**src/rtl/mem_store_buffer.sv**
```systemverilog
// Store buffer between the EX/MEM register and the data memory.
// Stores are queued and written back one per cycle whenever the memory
// port is not serving a load; loads go straight to memory unless they hit
// a pending store's word, in which case the pipeline is held until it drains.
module mem_store_buffer #(
  parameter int DEPTH = 4,
  parameter int PTR_W = 2
) (
  input  logic             clock,
  input  logic             reset,
  input  logic             in_valid,
  input  logic             in_MemWrite,
  input  logic [1:0]       in_LS_bit,
  input  logic             in_Ext_op,
  input  logic [31:0]      in_addr,
  input  logic [31:0]      in_wdata,
  output logic             stall,
  output logic             dm_MemWrite,
  output logic [1:0]       dm_LS_bit,
  output logic             dm_Ext_op,
  output logic [31:0]      dm_addr,
  output logic [31:0]      dm_wdata,
  output logic             empty,
  output logic [PTR_W:0]   count
);

  localparam logic [1:0] NONE = 2'b00;

  localparam logic [PTR_W:0] FULL_CNT = (PTR_W+1)'(DEPTH);

  // Entry storage; contents are meaningful only between head and tail
  logic [1:0]       ent_ls    [DEPTH];
  logic [31:0]      ent_addr  [DEPTH];
  logic [31:0]      ent_wdata [DEPTH];

  logic [PTR_W-1:0] head;
  logic [PTR_W-1:0] tail;
  logic [PTR_W:0]   count_r;

  logic is_st;
  logic is_ld;
  logic full;
  logic conflict;
  logic load_pass;
  logic push;
  logic pop;

  assign is_st     = in_valid &  in_MemWrite & (in_LS_bit != NONE);
  assign is_ld     = in_valid & ~in_MemWrite & (in_LS_bit != NONE);
  assign full      = (count_r == FULL_CNT);
  assign load_pass = is_ld & ~conflict;
  assign pop       = ~load_pass & (count_r != '0);
  assign push      = is_st & ~full;
  assign stall     = (is_st & full) | (is_ld & conflict);
  assign empty     = (count_r == '0);
  assign count     = count_r;

  // Word-granular match of the load address against every live entry
  always_comb begin
    logic [PTR_W-1:0] off;
    off      = '0;
    conflict = 1'b0;
    for (int i = 0; i < DEPTH; i++) begin
      off = PTR_W'(i) - head;
      if (({1'b0, off} < count_r) && (ent_addr[i][11:2] == in_addr[11:2]))
        conflict = is_ld;
    end
  end

  // Memory port: load pass-through has priority, else drain the head
  always_comb begin
    dm_MemWrite = 1'b0;
    dm_LS_bit   = NONE;
    dm_Ext_op   = 1'b0;
    dm_addr     = '0;
    dm_wdata    = '0;
    if (load_pass) begin
      dm_LS_bit = in_LS_bit;
      dm_Ext_op = in_Ext_op;
      dm_addr   = in_addr;
    end else if (pop) begin
      dm_MemWrite = 1'b1;
      dm_LS_bit   = ent_ls[head];
      dm_addr     = ent_addr[head];
      dm_wdata    = ent_wdata[head];
    end
  end

  // Entry write on push; data is not reset
  always_ff @(posedge clock) begin
    if (push) begin
      ent_ls[tail]    <= in_LS_bit;
      ent_addr[tail]  <= in_addr;
      ent_wdata[tail] <= in_wdata;
    end
  end

  // Pointer and occupancy bookkeeping
  always_ff @(posedge clock or posedge reset) begin
    if (reset) begin
      head    <= '0;
      tail    <= '0;
      count_r <= '0;
    end else begin
      if (push) tail <= tail + 1'b1;
      if (pop)  head <= head + 1'b1;
      case ({push, pop})
        2'b10:   count_r <= count_r + 1'b1;
        2'b01:   count_r <= count_r - 1'b1;
        default: count_r <= count_r;
      endcase
    end
  end

endmodule

```
**config.mk**
```make
export PLATFORM = sky130hd
export DESIGN_NAME = mem_store_buffer
export DESIGN_NICKNAME = d
export VERILOG_FILES = /design/src/rtl/mem_store_buffer.sv
export SDC_FILE = /design/constraint.sdc
export NUM_CORES = 1
export LEC_CHECK = 0
export CAP_MARGIN = 10
export CORE_MARGIN = 4
export CORE_UTILIZATION = 56
export DETAILED_ROUTE_END_ITERATION = 8
export PLACE_DENSITY = 0.8
export SLEW_MARGIN = 25
export SYNTH_ARGS = -nofsm -noshare
export SYNTH_HDL_FRONTEND = slang
export SYNTH_SLANG_ARGS = --single-unit
```
**constraint.sdc**
```tcl
create_clock -name clock -period 4.3 [get_ports clock]
set_input_delay 0.86 -clock clock [delete_from_list [all_inputs] [get_ports clock]]
set_output_delay 0.86 -clock clock [all_outputs]
set_load 0.02 [all_outputs]
```
======== Yosys cells after proc, flatten, opt, wreduce, memory -nomap -nowiden ========
Memories as Yosys holds them, arrays and structs flattened.
Cells that the tools add are included.
word-level totals
  input port bits ......................... 71
  logic and storage cells ................. 63
  RAM bits ................................ 264
  flip-flop bits (word level) ............. 7
  memories ................................ 3
memories
  name       words  width  rd ports  clocked after memory_dff  write ports  line  text
  ent_addr   4      32     5         0                         1            33    logic [31:0] ent_addr [DEPTH];
  ent_wdata  4      32     1         0                         1            34    logic [31:0] ent_wdata [DEPTH];
  ent_ls     4      2      1         0                         1            32    logic [1:0] ent_ls [DEPTH];
operators by class
  bitwise operators ....................... 14
  $add $sub $neg .......................... 8
  equal/unequal tests ..................... 7
  reduce and logical (&&, ||, !) cells .... 8
  $lt $le $gt $ge ......................... 4
  muxes and demuxes ....................... 16
operators by type and width
  cell                                                                number
  32-bit two-way mux                                                  4
  10-bit == test                                                      4
  2-bit by 3-bit less-than comparator with 1-bit output               4
  1-bit bitwise AND                                                   9
  1-bit two-way mux                                                   9
  3-bit one-hot mux with 2 select lines                               1
  2-bit by 1-bit adder with 2-bit output, second input constant       2
  1-bit logical AND                                                   4
  2-bit two-way mux                                                   2
  1-bit inverter                                                      4
  2-bit nonzero test                                                  2
  1-bit by 2-bit subtractor with 2-bit output, first input constant   2
  2-bit subtractor, first input constant                              2
  3-bit by 1-bit adder with 3-bit output, second input constant       1
  3-bit == test, second input constant                                1
  3-bit zero test                                                     1
  3-bit nonzero test                                                  1
  3-bit by 1-bit subtractor with 3-bit output, second input constant  1
  2-bit by 1-bit == test with 1-bit output, second input constant     1
  2-bit == test, second input constant                                1
  1-bit OR                                                            1

======== Depth between registers and ports, before layout ========
Gate-level depths: netlist (run 1).
  word-level depth ........................ 13
  gate-level depth with buffers ........... 19
  depth with buffers taken out ............ 15

======== Worst setup path after synthesis (run 1) ========
Ideal clock, no wire load.
  kind .................................... reg2out
  from .................................... register head[0]
  to ...................................... output dm_addr[10]
  required time ........................... 3.440 ns
  path buffers ............................ 5
  slack ................................... 0.129 ns
  arrival ................................. 3.311 ns
  cell stages (with the launch flop) ...... 15
  cell sequence ........................... dfrtp_1 > buf_2 > buf_2 > buf_1 > xnor2_1 > inv_1 > ha_1 > a21oi_1 > o21ai_0 > o41a_2 > nand4_4 > or2_4 > buf_12 > buf_12 > mux2i_1
on the way
  longest elaborated chain between the ends .. 13
  elaborated cells on any way between the ends .. 23
  those cells by class .................... add/sub (4); order compare (4); mux (6); bitwise (4); reduce/logical (4); memory (1)
RTL lines
  what                                                   line  text
  start: declaration                                     36    logic [PTR_W-1:0] head;
  start signal: assignment                               106   if (pop) head <= head + 1'b1;
  1-bit by 2-bit subtractor with 2-bit output            64    off = PTR_W'(i) - head;
  2-bit by 3-bit less-than comparator with 1-bit output  65    if (({1'b0, off} < count_r) && (ent_addr[i][11:2] == in_addr[11:2]))
  1-bit logical AND                                      65
  1-bit two-way mux (4 in a row)                         65
  1-bit inverter                                         51    assign load_pass = is_ld & ~conflict;
  1-bit bitwise AND                                      51
  1-bit inverter                                         52    assign pop = ~load_pass & (count_r != '0);
  1-bit bitwise AND                                      52
  32-bit two-way mux                                     81    end else if (pop) begin
  32-bit two-way mux *                                   77    if (load_pass) begin
  end: declaration                                       21    output logic [31:0] dm_addr,
Mark *: on every way between the ends. The rest lies on a longest branch, timed or not.

======== Worst setup path after layout (run 1) ========
  from .................................... input in_addr[11]
  to ...................................... output dm_addr[28]
on the way
  longest elaborated chain between the ends .. 12
  elaborated cells on any way between the ends .. 18
  those cells by class .................... eq/ne (4); mux (6); bitwise (4); reduce/logical (4)
RTL lines
  what                            line  text
  start: declaration              15    input logic [31:0] in_addr,
  10-bit == test                  65
  1-bit logical AND               65
  1-bit two-way mux (3 in a row)  65
  1-bit two-way mux *             65
  1-bit inverter *                51
  1-bit bitwise AND *             51
  1-bit inverter                  52
  1-bit bitwise AND               52
  32-bit two-way mux              81
  32-bit two-way mux *            77
Marks and branches as above.

==> run summary, run 1 <==
Ys flop type: edfxtp_1
Initial DRC Count: 502
Max Fclk: 239 MHz
I/O pin cnt: 144
Pwr Total: 8.59 mW
Pleak: 5.38 nW
Share of cells above drive strength 1: 0.224
Fin. Hold Viols: 0
Row count: 52
Critical path peak fanout: 5
Share of the synthesized area in the top cell type: 0.683
Syn_nets: 701
Die W: 152 um
Area after DPL: 0.0135 mm^2
GRT overflow: 0
FF+latch count, synth: 271
Cts hold-fix bufs: 0
Number of port buffers: 143
Yosys top cell by area: edfxtp_1
CTS tree: built
R2R Path End: count[2]
Vias in the first global route: 6758
Routed WL: 24.3 mm
Vias: 6123
R2R Setup Slk: 0.87 ns
RSZ-0062 raised after global routing: no
Gate count of the mapped netlist: 620
Status: complete, no violations
Post-synthesis cell type count: 40
HPWL Detailed: 15.2 mm
Reg2reg start: head[0]
Slew @ Worst Pin: 0.834 ns
Sink Count: 271
Detailed-router iteration count before antenna repair: 5
Tmin final: 4.18 ns
N_diodes: 0
Worst vdd ir: 375 uV
Clk buf depth: 3
Number of flops mapped to enable cells by yosys: 264
Die height: 152 um
Clock Skew: 0.00465 ns
Critical-path top delay cell: or4_4
Total number of yosys warnings: 0
Most numerous cell in the Yosys netlist: edfxtp_1
Mapped Area: 0.0116 mm^2
Clk_lat worst skew: 0.51 ns
First-pass GRT wire length: 38.3 mm
Via density: 5.66
Critical Path RT: 3.44 ns
Fin nets: 875
Placed cells: 1031
Worst r2r path cells: 17
CP endpoint kind: primary output
Worst Hold Class: input port to asynchronous set/reset pin
Async SR Flop Fraction: 0.0258
Core area: 0.0203 mm^2
Max Cap Viol: 0
Synth-to-Final Area Change: 23.2%
Post-placement setup slack: -0.650 ns
Number of H-tree levels: 1
Top delay family on crit path: simple AND/OR/NAND/NOR gates
Post-route DRC: 0
Die Area: 0.0231 mm^2
Synth Area per Inst: 18.7 um^2
Pwr/cell area: 600 mW/mm^2
Core Util, Final: 0.704
Synth top area cells: edfxtp_1, mux4_2, mux4_1
Clk slew on worst S/H paths: 0.06 ns
CP max stage delay: 0.51 ns
Synth top cells by count: edfxtp_1, inv_1, mux4_2, nand2_1, mux2i_1
Clk root buf: clkbuf_16
ANT nets after route: 0
GP Congestion: 0.829
CTS Buf Count: 26
Sequential share of the synthesized area: 0.698
Final setup vio count: 0
Cell chain of the critical path: dlygate4sd2_1 -> xor2_1 -> nor4_2 -> o21ai_1 -> or4_4 -> nand4_4 -> or2_4 -> buf_12 -> bufbuf_16 -> mux2i_1 -> buf_2
CP Launch Type: input port
Critical path arrival: 3.32 ns
Fin area: 0.0143 mm^2
CP Class: input port to primary output
Largest net degree at the start of global routing: 56
Post-route insts no fill: 1082
Initial cell density of the core: 0.572
Worst slew margin: 0.444
Total track usage: 0.211
Final Worst Setup Slack: 0.117 ns
Avg WL per Cell: 22.4 um
Fin. max-slew vios: 0
Fill cells: 1295
Tcrit/Tclk final: 0.973
WP buf/inv: 4
Antenna violations before repair: 0
[flip-flops by register name (all words and copies together) (netlist names)]
signal,cells
ent_ls,8
tail,2
ent_wdata,128
count,3
head,2
ent_addr,128
[report_power, final]
group | internal [mW] | total, mW | leakage, nW | switching (mW)
registers | 3.16 | 3.26 | 2.47 | 0.106
clock network | 1.22 | 2.10 | 0.386 | 0.885
logic | 1.45 | 3.22 | 2.52 | 1.77
total | 5.82 | 8.59 | 5.38 | 2.76
[worst max-delay path by stage]
stage / slack (ns) / start / endpoint / depth (start not counted)
after floorplan: 0.13 / head[0] / dm_addr[10] / 14
after CTS: 0.004 / in_addr[9] / dm_addr[28] / 11
after global routing: 0.003 / in_addr[4] / dm_addr[26] / 11
final: 0.12 / in_addr[11] / dm_addr[28] / 11
after global placement: -0.51 / in_addr[3] / dm_addr[3] / 10
after detailed placement: -0.65 / in_addr[3] / dm_LS_bit[0] / 10
[timing repair]
| item | CTS | global route |
|---|---|---|
| gates cloned | 3 | 0 |
| setup endpoints to repair | 69 | 63 |
| pin swaps | 4 | 3 |
| hold endpoints to repair | 0 | 0 |
| resized for setup | 199 | 8 |
| buffers inserted | 2 | 0 |
[routing by layer]
metal | wire length (um) | track usage | up-vias
met5 | 0 | 0 | -
met3 | 1520 | 0.0350 | 37
li1 | - | - | 2723
met4 | 490 | 0.0548 | 0
met2 | 12700 | 0.371 | 233
met1 | 9610 | 0.277 | 3130
[cell type report]
type / instances / area [um^2] / share of cell area
tap: 270 / 338 / 0.0236
inverter: 47 / 176 / 0.0123
timing repair buffer: 184 / 1760 / 0.123
sequential: 271 / 8110 / 0.567
clock inverter: 5 / 21.3 / 0.00149
clock buffer: 41 / 768 / 0.0537
multi-input combinational: 264 / 3130 / 0.219
[cells in the final DEF (no fill, tap or decap), types with 22 or more instances in the layout]
cell,Yosys,layout
mux4_2,47,47
xor2_1,30,30
nor2b_1,23,22
clkdlybuf4s50_1,0,65
dlygate4sd2_1,0,25
mux2i_1,35,34
clkbuf_16,0,27
inv_1,47,47
buf_4,5,33
nand2_1,36,36
buf_2,6,26
edfxtp_1,264,264
[through the flow]
stage | TNS (ns) | hold slack [ns]
floorplan | 0 | 0.580
global placement | -31.33 | 0.601
detailed placement | -38.88 | 0.637
CTS | 0 | 0.576
global route | 0 | 0.595
finish | 0 | 0.582
[kinds of logic after synthesis]
logic type               count (synthesis)  synth area share
AO/OA/AOI/OAI                           14           0.00765
flip-flops                             271             0.698
adder cells (fa/ha/maj)                 10            0.0114
XOR/XNOR                                47            0.0355
multiplexers                           101             0.164
buffers and inverters                   85            0.0387
AND/OR/NAND/NOR                         92            0.0445
(Power assumes the default switching activity.)
==> inputs of run 2 (changes only) <==
--- a/config.mk
+++ b/config.mk
@@ -7,9 +7,10 @@
 export LEC_CHECK = 0
 export CAP_MARGIN = 10
 export CORE_MARGIN = 4
-export CORE_UTILIZATION = 56
+export CORE_UTILIZATION = 58
+export CTS_BUF_LIST = sky130_fd_sc_hd__clkbuf_8
 export DETAILED_ROUTE_END_ITERATION = 8
-export PLACE_DENSITY = 0.8
+export PLACE_DENSITY = 0.83
 export SLEW_MARGIN = 25
 export SYNTH_ARGS = -nofsm -noshare
 export SYNTH_HDL_FRONTEND = slang
==> run 2 against run 1 <==
  * Flip-flop and latch count is the same
  * Critical endpoint is now dm_wdata[8]
  * Maximum frequency shrank 1.5%
  * Setup slack lost 0.064 ns
  * Wire length is essentially flat
==> run summary, run 2 (synthesis gave the netlist of run 1 again) <==
CP endpoint kind: primary output
Max Fclk: 235 MHz (-1.5%)
HPWL Detailed: 14.9 mm (-2.0%)
Fin area: 0.0142 mm^2 (-0.35%)
Post-route insts no fill: 1108 (+2.4%)
Number of H-tree levels: 2 (+1)
CTS Buf Count: 42 (+62%)
Pwr/cell area: 589 mW/mm^2 (-1.9%)
Critical path arrival: 3.39 ns (+0.07 ns)
Core area: 0.0196 mm^2 (-3.5%)
CP Class: input port to primary output
Initial DRC Count: 397 (-21%)
Detailed-router iteration count before antenna repair: 5 (unchanged)
Worst r2r path cells: 18 (+1)
Vias: 6169 (+0.75%)
Number of port buffers: 143 (unchanged)
Fin nets: 895 (+2.3%)
Worst vdd ir: 357 uV (-4.8%)
Final setup vio count: 0 (unchanged)
I/O pin cnt: 144 (unchanged)
Row count: 51 (-1.9%)
Clock Skew: 0.0127 ns (+0.00807 ns)
Clk buf depth: 3 (unchanged)
Share of cells above drive strength 1: 0.277 (+0.0526)
CP Launch Type: input port
Fin. max-slew vios: 0 (unchanged)
Sink Count: 271 (unchanged)
Critical path peak fanout: 7 (+2)
R2R Path End: count[2]
Antenna violations before repair: 0 (unchanged)
Post-route DRC: 0 (unchanged)
Die W: 149 um (-1.6%)
ANT nets after route: 0 (unchanged)
First-pass GRT wire length: 36.7 mm (-4.2%)
Tcrit/Tclk final: 0.988 (+0.0149)
Avg WL per Cell: 21.9 um (-2.3%)
Die Area: 0.0223 mm^2 (-3.3%)
Worst Hold Class: input port to asynchronous set/reset pin
Cts hold-fix bufs: 0 (unchanged)
Slew @ Worst Pin: 0.943 ns (+0.110 ns)
Most common cell after layout, fill and taps aside: edfxtp_1
GRT overflow: 0 (unchanged)
Post-placement setup slack: -0.631 ns (+0.0194 ns)
Clk_lat worst skew: 0.53 ns (+0.02 ns)
Clk slew on worst S/H paths: 0.07 ns (about the same)
Area after DPL: 0.0135 mm^2 (+0.11%)
Pleak: 5.39 nW (+0.19%)
Critical Path RT: 3.44 ns (about the same)
R2R Setup Slk: 0.56 ns (-0.31 ns)
GP Congestion: 0.909 (+9.7%)
Initial cell density of the core: 0.593 (+0.0207)
Synth-to-Final Area Change: 22.8%
Tmin final: 4.25 ns (+0.0639 ns)
Status: complete, no violations
Core Util, Final: 0.727 (+0.0230)
Largest net degree at the start of global routing: 65 (+16%)
Worst slew margin: 0.371 (-0.0730)
Max Cap Viol: 0 (unchanged)
Total track usage: 0.217 (+0.00617)
Fin. Hold Viols: 0 (unchanged)
Placed cells: 1026 (-0.48%)
Top flop regs: ent_addr: 128 flops, ent_wdata: 128 flops, ent_ls: 8 flops
Routed WL: 24.3 mm (about the same)
Clk root buf: clkbuf_8
Via density: 5.57 (-1.6%)
Leading cell types in the layout, fill and taps excluded: edfxtp_1, clkdlybuf4s50_1, inv_1
Final Worst Setup Slack: 0.0531 ns (-0.0639 ns)
Die height: 149 um (-1.6%)
CTS tree: built
Reg2reg start: head[0]
Vias in the first global route: 6753 (-0.074%)
==> run 2: layout make-up <==
type                            instances  area [um^2]
Sequential cell                       271         8110
Timing Repair Buffer                  188         1780
Clock inverter                         29          121
Antenna cell                            1         2.50
Clock buffer                           43          592
Inverter                               47          176
Tap cell                              265          332
Fill cell                            1209         5340
Multi-Input combinational cell        264         3130
==> run 2: worst max-delay path by stage <==
stage                   end  startpoint  depth (start not counted)
2_1_floorplan   dm_addr[10]     head[0]                         14
3_3_place_gp   dm_LS_bit[1]  in_addr[3]                         10
3_5_place_dp   dm_LS_bit[1]  in_addr[3]                         10
4_1_cts        dm_wdata[27]     head[1]                         12
5_1_grt         dm_wdata[8]  in_addr[8]                         12
6_report        dm_wdata[8]  in_addr[8]                         12
==> run 2: metrics by stage <==
stage	power [mW]	hold WS (ns)	TNS [ns]
2_1_floorplan	5.40	0.580	0
3_3_place_gp	6.68	0.583	-34.71
3_5_place_dp	6.77	0.603	-35.42
4_1_cts	8.45	0.592	-0.0152
5_1_grt	8.81	0.623	-0.106
6_report	8.39	0.611	0
==> run 2: timing repair <==
action	in CTS	in global routing
buffers inserted	2	2
pin swaps	3	4
setup endpoints to repair	69	69
cloned	2	3
hold endpoints to repair	0	0
gates resized for setup	247	38
==> run 2: power by group <==
group / total, mW / internal [mW] / leakage [nW] / switching [mW]
combinational: 3.31 / 1.51 / 2.50 / 1.80
clock: 1.83 / 0.925 / 0.420 / 0.905
sequential: 3.26 / 3.16 / 2.47 / 0.0991
==> run 2: per-layer routing <==
layer	track usage	share of wire	routed length, um
met4	0.0796	0.029	706
met5	0	0	0
met1	0.279	0.40	9640
met2	0.373	0.51	12400
met3	0.0415	0.064	1550
==> run 2: worst max-delay path, cell delays in order <==
cell,delay [ns]
clkdlybuf4s50_1,0.55
buf_4,0.18
xor2_2,0.14
nor4_1,0.07
o2111ai_1,0.09
o41a_2,0.21
nand4_4,0.12
buf_4,0.17
o21ai_4,0.41
clkbuf_16,0.26
and2b_1,0.18
buf_4,0.15
==> RTL change (flow settings as in run 1) <==
Set the parameter `PTR_W` to 1 (it was 2).
--- a/src/rtl/mem_store_buffer.sv
+++ b/src/rtl/mem_store_buffer.sv
@@ -5,5 +5,5 @@
 module mem_store_buffer #(
   parameter int DEPTH = 4,
-  parameter int PTR_W = 2
+  parameter int PTR_W = 1
 ) (
   input  logic             clock,
Ports: changed (resized count); port bits go from 144 to 143. No check against the original RTL was run, so the function may have changed too.
==> RTL change against run 1 <==
First-iteration DRC count is 66% lower; sequential share of layout area down 2.6 points; setup slack better by 0.31 ns; cell area is 47% lower; global-route usage down 0.48 points; cell count is 45% lower; register-to-register slack better by 0.90 ns; hold slack worse by 0.042 ns; sequential cell count is 135 lower; critical endpoint is now dm_addr[30]; area after synthesis shrank 53%; via count shrank 48%; maximum frequency up 8.1%; power decreased by 40%; highest routed layer unchanged; wire length shrank 54%.
==> RTL change: results (changes against run 1) <==
Run status
  – Outcome: finished, final reports clean

Synth
  – Post-synth top cells: 132 x edfxtp_1, 66 x mux2i_1, 36 x nor2_1
  – Top post-synthesis cells by area: edfxtp_1 73%, mux2i_1 12%, o2bb2ai_1 5.2%
  – Syn_nets: 381 (-46%)
  – Sequential area share after synthesis: 75.2% (+5.4 points)
  – Number of synthesized flops with an enable pin: 132 (-50%)

Critical path
  – Critical Path Fanout Max: 33 (+28)
  – Reg2reg setup slack: 1.77 ns (+0.90 ns)
  – Crit path DAT: 3.01 ns (-0.31 ns)
  – RR Endpoint: count[1]$_DFFE_PP0P_
  – Slowest stage delay, CP: 0.64 ns (+0.13 ns)
  – Top cell family by delay on the critical path: buffers and inverters
  – RR Startpoint: count[0]$_DFFE_PP0P_
  – Max stage delay cell, worst path: clkdlybuf4s50_1
  – R2r worst-path depth: 7 (-10)

STA
  – Clock Skew: 0.00617 ns (+0.00153 ns)
  – Relative slew slack: 55.8% (+11 points)
  – WHS: 0.540 ns (-0.0419 ns)

Placed design
  – IO Port Bufs: 142 (-0.70%)

Detailed routing
  – Wire per inst: 18.5 µm (-18%)
  – Routed vias/inst: 5.28 (-6.7%)
  – DRT Pass-1 Iters: 6 (+1)

Layout
  – Top Registers: ent_addr: 64 flops, ent_wdata: 64 flops, ent_ls: 4 flops
  – Share of cells above drive strength 1: 8.72% (-14 points)
  – Nets: 529 (-40%)

Clocking
  – Clk root buf: clkbuf_8
  – Setup bufs post-CTS: 0 (-2)
  – Skew-Pair Late Insertion Delay: 0.51 ns (about the same)
  – Maximum clock path buffer count: 2 (-1)
  – H-tree Lvls: 4 (+3)

GRT
  – Largest net degree at the start of global routing: 50 (-11%)
  – Global Route Usage Sum: 20.6% (-0.48 points)
  – Vias in the first global route: 3,471 (-49%)

Pwr
  – Worst-case vdd ir drop: 0.398 mV (+6.3%)
  – Leak: 2.67 nW (-50%)
[RTL change: cell types whose count changed after synthesis, sizes merged, moves of 7 or more]
cell and change:
inv -44, xnor2 -12, nor2 +33, and2b -10, edfxtp -132, nor2b -23
xor2 -29, clkbuf -11, ha -8, nand2 -34, o2bb2ai +32, mux4 -66
mux2i +31, buf -7
[RTL change: worst max path at each step]
stage,slack [ns],to,startpoint,cells after the start
2_1_floorplan,-0.39,ent_addr[0][0]$_DFFE_PP_,in_LS_bit[1],4
3_3_place_gp,0.47,dm_addr[21],in_MemWrite,5
3_5_place_dp,0.41,dm_addr[21],in_MemWrite,5
4_1_cts,0.41,dm_addr[24],in_MemWrite,5
5_1_grt,0.30,dm_addr[24],in_MemWrite,5
6_report,0.43,dm_addr[30],in_MemWrite,5
[RTL change: kinds of logic (layout without fill, tap and decap cells)]
family | Yosys count | after routing | synth area share, %
adder cells (fa/ha/maj) | 1 | 1 | 0.231
flip-flops | 136 | 136 | 75.2
XOR/XNOR | 6 | 6 | 0.972
AND/OR/NAND/NOR | 42 | 42 | 3.31
buffers and inverters | 22 | 183 | 2.34
multiplexers | 66 | 66 | 12.2
AO/OA/AOI/OAI | 36 | 36 | 5.74
[RTL change: cell type report]
cell class / count / area (µm²)
tap: 129 / 161
clock buffer: 19 / 422
clock inverter: 13 / 148
inverter: 3 / 11.3
timing repair buffer: 148 / 1480
multi-input combinational: 151 / 1230
fill: 529 / 1800
sequential: 136 / 4070
[RTL change: per-layer routing]
layer	global-route usage [%]	vias up	wire [µm]
met4	6.66	0	104
met2	34.3	122	5460
met3	6.62	11	903
met5	0	-	0
met1	25.7	1527	4590
li1	-	1503	-
[RTL change: where the power goes]
group / internal [mW] / total (mW) / switching [mW] / leakage, nW
clock network: 0.830 / 1.36 / 0.533 / 0.267
registers: 1.62 / 1.76 / 0.145 / 1.25
logic: 0.969 / 2.04 / 1.07 / 1.15
[RTL change: worst reg2reg max path: stages (launching register included)]
cell and delay [ns]:
dfrtp_1 0.47, nor2_4 0.46, buf_4 0.55, or3b_1 0.38
ha_1 0.23, xnor2_1 0.12, nor2_1 0.07, xor2_1 0.13
[RTL change: metrics by stage]
step,util (%),instances,worst slack [ns],instance area (µm²)
floorplan,-,309,-0.393,5410
global placement,74.6,567,0.468,6950
detailed placement,74.6,567,0.409,6950
CTS,80.7,599,0.407,7520
global route,80.7,599,0.299,7520
finish,80.7,599,0.431,7520
